`src/rtl/fifo_read_port_pkg.sv`:
```
// rtl/fifo_read_port_pkg.sv - shared constants and state encoding for the FIFO read port
package fifo_read_port_pkg;

  localparam int DEF_WIDTH = 8;
  localparam int DEF_CNT_W = 4;
  localparam logic [3:0] CNT_EMPTY = 4'hF;

  typedef enum logic [1:0] {
    ST_EMPTY = 2'd0,
    ST_ONE   = 2'd1,
    ST_TWO   = 2'd2
  } buf_state_t;

endpackage

```
`src/rtl/fifo_out_buf.sv`:
```
// rtl/fifo_out_buf.sv - main/skid output buffer and its 3-state occupancy FSM
module fifo_out_buf
  import fifo_read_port_pkg::*;
#(
  parameter int WIDTH = DEF_WIDTH
) (
  input  logic             clk,
  input  logic             reset,
  input  logic             pop,
  input  logic [WIDTH-1:0] rd_data,
  input  logic             m_ready,
  output logic             m_valid,
  output logic [WIDTH-1:0] m_data,
  output logic [1:0]       buf_level,
  output logic             full
);

  buf_state_t       state_q, state_d;
  logic [WIDTH-1:0] main_q, skid_q;
  logic             ld_main_rd, ld_main_skid, ld_skid;
  logic             accept;

  assign m_valid   = (state_q == ST_ONE) || (state_q == ST_TWO);
  assign accept    = m_valid & m_ready;
  assign m_data    = main_q;
  assign buf_level = (state_q == ST_TWO) ? 2'd2 : (state_q == ST_ONE) ? 2'd1 : 2'd0;
  // Anything other than EMPTY/ONE blocks popping, so an illegal encoding cannot swallow a word.
  assign full      = (state_q != ST_EMPTY) && (state_q != ST_ONE);

  always_comb begin
    state_d      = state_q;
    ld_main_rd   = 1'b0;
    ld_main_skid = 1'b0;
    ld_skid      = 1'b0;
    case (state_q)
      ST_EMPTY: begin
        if (pop) begin
          state_d    = ST_ONE;
          ld_main_rd = 1'b1;
        end
      end
      ST_ONE: begin
        if (pop && accept) begin
          ld_main_rd = 1'b1;
        end else if (pop) begin
          state_d = ST_TWO;
          ld_skid = 1'b1;
        end else if (accept) begin
          state_d = ST_EMPTY;
        end
      end
      ST_TWO: begin
        if (accept) begin
          state_d      = ST_ONE;
          ld_main_skid = 1'b1;
        end
      end
      default: state_d = ST_EMPTY;
    endcase
  end

  always_ff @(posedge clk or negedge reset) begin
    if (!reset) begin
      state_q <= ST_EMPTY;
      main_q  <= '0;
      skid_q  <= '0;
    end else begin
      state_q <= state_d;
      if (ld_main_rd) main_q <= rd_data;
      else if (ld_main_skid) main_q <= skid_q;
      if (ld_skid) skid_q <= rd_data;
    end
  end

endmodule

```
`src/rtl/fifo_read_port.sv`:
```
// rtl/fifo_read_port.sv - FIFO read-side controller driving a valid/ready output stream
module fifo_read_port
  import fifo_read_port_pkg::*;
#(
  parameter int WIDTH = DEF_WIDTH,
  parameter int CNT_W = DEF_CNT_W
) (
  input  logic             clk,
  input  logic             reset,
  input  logic [CNT_W-1:0] fifo_count,
  input  logic [WIDTH-1:0] fifo_rd_data,
  input  logic             fifo_increment,
  output logic             fifo_decrement,
  output logic             m_valid,
  input  logic             m_ready,
  output logic [WIDTH-1:0] m_data,
  output logic [1:0]       buf_level
);

  logic fifo_empty;
  logic buf_full;
  logic pop;

  assign fifo_empty = (fifo_count == {CNT_W{1'b1}});
  // The counter treats inc&dec as a plain increment, so a pop yields to a writer push and retries.
  // Reset gating keeps the counter untouched while both sides are held in reset.
  assign pop            = reset & !fifo_empty & !fifo_increment & !buf_full;
  assign fifo_decrement = pop;

  fifo_out_buf #(
    .WIDTH(WIDTH)
  ) u_out_buf (
    .clk      (clk),
    .reset    (reset),
    .pop      (pop),
    .rd_data  (fifo_rd_data),
    .m_ready  (m_ready),
    .m_valid  (m_valid),
    .m_data   (m_data),
    .buf_level(buf_level),
    .full     (buf_full)
  );

endmodule

```
`config.mk`:
```
export PLATFORM = sky130hd
export DESIGN_NAME = fifo_read_port
export DESIGN_NICKNAME = d
export VERILOG_FILES = /design/src/rtl/fifo_read_port_pkg.sv /design/src/rtl/fifo_out_buf.sv /design/src/rtl/fifo_read_port.sv
export SDC_FILE = /design/constraint.sdc
export NUM_CORES = 1
export LEC_CHECK = 0
export BUFFER_PORTS_ARGS = -buffer_cell sky130_fd_sc_hd__buf_2
export CORE_MARGIN = 2
export CORE_UTILIZATION = 28
export CTS_BUF_LIST = sky130_fd_sc_hd__clkbuf_8 sky130_fd_sc_hd__clkbuf_16
export CTS_CLUSTER_SIZE = 16
export DETAILED_ROUTE_END_ITERATION = 8
export GPL_ROUTABILITY_DRIVEN = 0
export SLEW_MARGIN = 10
export SYNTH_ARGS = -nofsm -noshare
export SYNTH_HDL_FRONTEND = slang
export SYNTH_SLANG_ARGS = --single-unit
```
`constraint.sdc`:
```
create_clock -name clk -period 4.5 [get_ports clk]
set_input_delay 0.675 -clock clk [delete_from_list [all_inputs] [get_ports clk]]
set_output_delay 0.675 -clock clk [all_outputs]
set_load 0.03 [all_outputs]
```
==> flow_summary.yaml <==
route:
  antenna_left: 0
  post_drt_wl_per_cell_um: 12.99
  drtIter0Drc: 16
  wirelength_um: 2079
  viasPerCell: 4.806
  dr.pass1.iters: 4
  drcViolationCount: 0
  vias: 769
die:
  start_util_pct: 29.25
  num_rows: 22
  die_w_um: 65.85
  dieArea_mm2: 0.004336
  ios: 28
  core_area_mm2: 0.003661
  die_height_um: 65.85
power:
  swShare_pct: 41.26
  p_int_w: 0.0005440
  switching_power_w: 0.0003821
  clockPowerShare_pct: 14.0
  p_leak_nw: 0.6118
  powerDensity_mw_per_mm2: 709.7
  vdd_ir_drop_max_mv: 0.1383
  pwr-share-comb_pct: 54.5
  seqPwrFrac_pct: 31.4
synth:
  syn_inst: 84
  seq_area_frac_synth_pct: 42.06
  ys_warn_count: 0
  syn_area_mm2: 0.001071
  syn_area_per_cell_um2: 12.75
  ys_ff_latch: 18
  synth_nets: 104
  synthDistinctLibCells: 33
clock_tree:
  numCtsBuffers: 3
  hold_buffers: 0
  cts_tree: "built"
  cts_root_buf: "clkbuf_8"
  clock_latency_ns: 0.25
  cts-htree-levels: 1
  post_cts_buffers: 0
  clk_transition_reported_paths_ns: 0.07
  cts_buffer_depth: 2
  clock-sinks: 18
  cts.repair.resized: 0
critical_path:
  end_kind: "output pin"
  slowest_stage: "buf_2"
  critPathKind: "in -> out"
  startpoint_type: "primary input"
  cp_num_buf_inv: 2
  worstPathCellList: "buf_2 -> and2b_2 -> nand2_2 -> nor2_1 -> buf_2"
  cp.arrival_ns: 1.72
  required_ns: 3.83
  crit_path_max_incr_delay_ns: 0.35
  cp_max_fo: 20
  critPathTopFamily: "buffers and inverters"
  crit_path_frequent_cell: "buf_2"
  crit_start: "reset"
  worstReg2RegStart: "u_out_buf.state_q[0]"
outcome:
  status: "completed"
grt:
  grt_usage_pct: 10.68
  antenna_found_initial: 0
  grt_pass1_wl_um: 3615
  grt_max_degree: 21
  grt_overflow: 0
  grt_pass1_vias: 816
final_layout:
  num-fill-cells: 362
  final_util_pct: 35.65
  nNetsFinal: 133
  antenna_cells: 0
  drive_gt1_share_pct: 50.89
  area_growth_pct: 21.85
  final_cell_mix: "27 x buf_2, 18 x dfrtp_1, 8 x mux2_4, 8 x mux2_2, 8 x mux2_1"
  final_common_cell: "buf_2"
flow_run:
  cap_violations: 0
timing:
  fmax_mhz: 417.4
  finalSetupViolCount: 0
  slew_headroom_pct: 72.45
  min_period_over_period_pct: 53.24
  finalSetupTns_ns: 0
  drv_slew: 0
  min_period_ns: 2.396
  hold_viol: 0
  worst_pin_slew_ns: 0.4133
  rsz0062_at_grt: "no"
  fin_worst_skew_ns: 0.001625
hold_path:
  hold_path_class: "in -> async"
placed_design:
  dp_hpwl_um: 1600
  portBuffers: 27
## synth_stat cells (all sizes together)
library cell  count  area (um2)
o32a              1       11.26
dfrtp            18       450.4
o21ai             4       20.02
nand3             1       5.000
inv               3       11.26
and4              1       8.760
a31o              1       8.760
buf               2       12.51
a21boi            1       7.510
a211oi            1       7.510
nor2              3       18.77
ha                4       50.05
nand2             3       21.27
a311oi            1       8.760
nor4b             1       15.01
and2b             1       8.760
o22ai             1       6.260
nand4             2       27.53
a21oi             3       15.01
o221ai            1       15.01
and2              1       8.760
nor3              2       10.01
clkbuf            1       3.750
mux2             24       300.3
nor4              1       6.260
nand2b            2       12.51
## final timing paths
| path | to | slack [ns] | depth (start not counted) |
|---|---|---|---|
| min in group clk | u_out_buf.skid_q[2] | 0.50 | 1 |
| worst max-delay path | fifo_decrement | 2.10 | 5 |
| worst min register to register | u_out_buf.skid_q[2] | 0.50 | 1 |
| worst min-delay path | u_out_buf.m_data[4] | 0.35 | 1 |
| max in group asynchronous | u_out_buf.state_q[1] | 3.86 | 1 |
| worst max register to register | u_out_buf.m_data[1] | 2.51 | 6 |
## state kept, by name (all words and copies together) (netlist names)
register	flops
u_out_buf.state_q	2
u_out_buf.m_data	8
u_out_buf.skid_q	8
## power by group through the flow
| stage | logic (W) | clock network [W] | registers, W |
|---|---|---|---|
| after floorplan | 0.000332 | 0 | 0.000360 |
| after global placement | 0.000497 | 0 | 0.000290 |
| after detailed placement | 0.000508 | 0 | 0.000296 |
| after CTS | 0.000512 | 0.000134 | 0.000292 |
| after global routing | 0.000547 | 0.000140 | 0.000301 |
| final | 0.000505 | 0.000130 | 0.000291 |
## area by class of cell
class	instances	area [um2]	area share, %
repair buffers	27	135.1	10.35
flip-flops and latches	18	450.4	34.52
inverters	3	11.26	0.8629
multi-input cells	60	593.1	45.45
well taps	48	60.06	4.602
clock buffers	4	55.05	4.219
## metrics by stage
step	setup slack [ns]	total power, W	area [um2]	hold WS (ns)	cells
2_1_floorplan	2.307	0.0006921	1071	0.3794	84
3_3_place_gp	2.077	0.0007870	1250	0.4734	156
3_5_place_dp	2.058	0.0008040	1250	0.4841	156
4_1_cts	2.056	0.0009379	1305	0.3636	160
5_1_grt	1.947	0.0009890	1305	0.3836	160
6_report	2.104	0.0009261	1305	0.3479	160
## layer usage
layer / track usage [%] / vias up / part of all wire [%]
met5: 0 / - / 0
met4: 4.167 / 0 / 0.82
met3: 1.533 / 2 / 4.0
met2: 17.68 / 21 / 49
met1: 14.00 / 378 / 46
li1: - / 368 / -
## logic make-up after synthesis
kind of cell,after synthesis,synth area share [%]
AO/OA/AOI/OAI,14,9.346
adder cells (fa/ha/maj),4,4.673
multiplexers,24,28.04
AND/OR/NAND/NOR,18,13.32
buffers and inverters,6,2.569
flip-flops,18,42.06
Note: power is estimated with default switching activity, not from simulation.
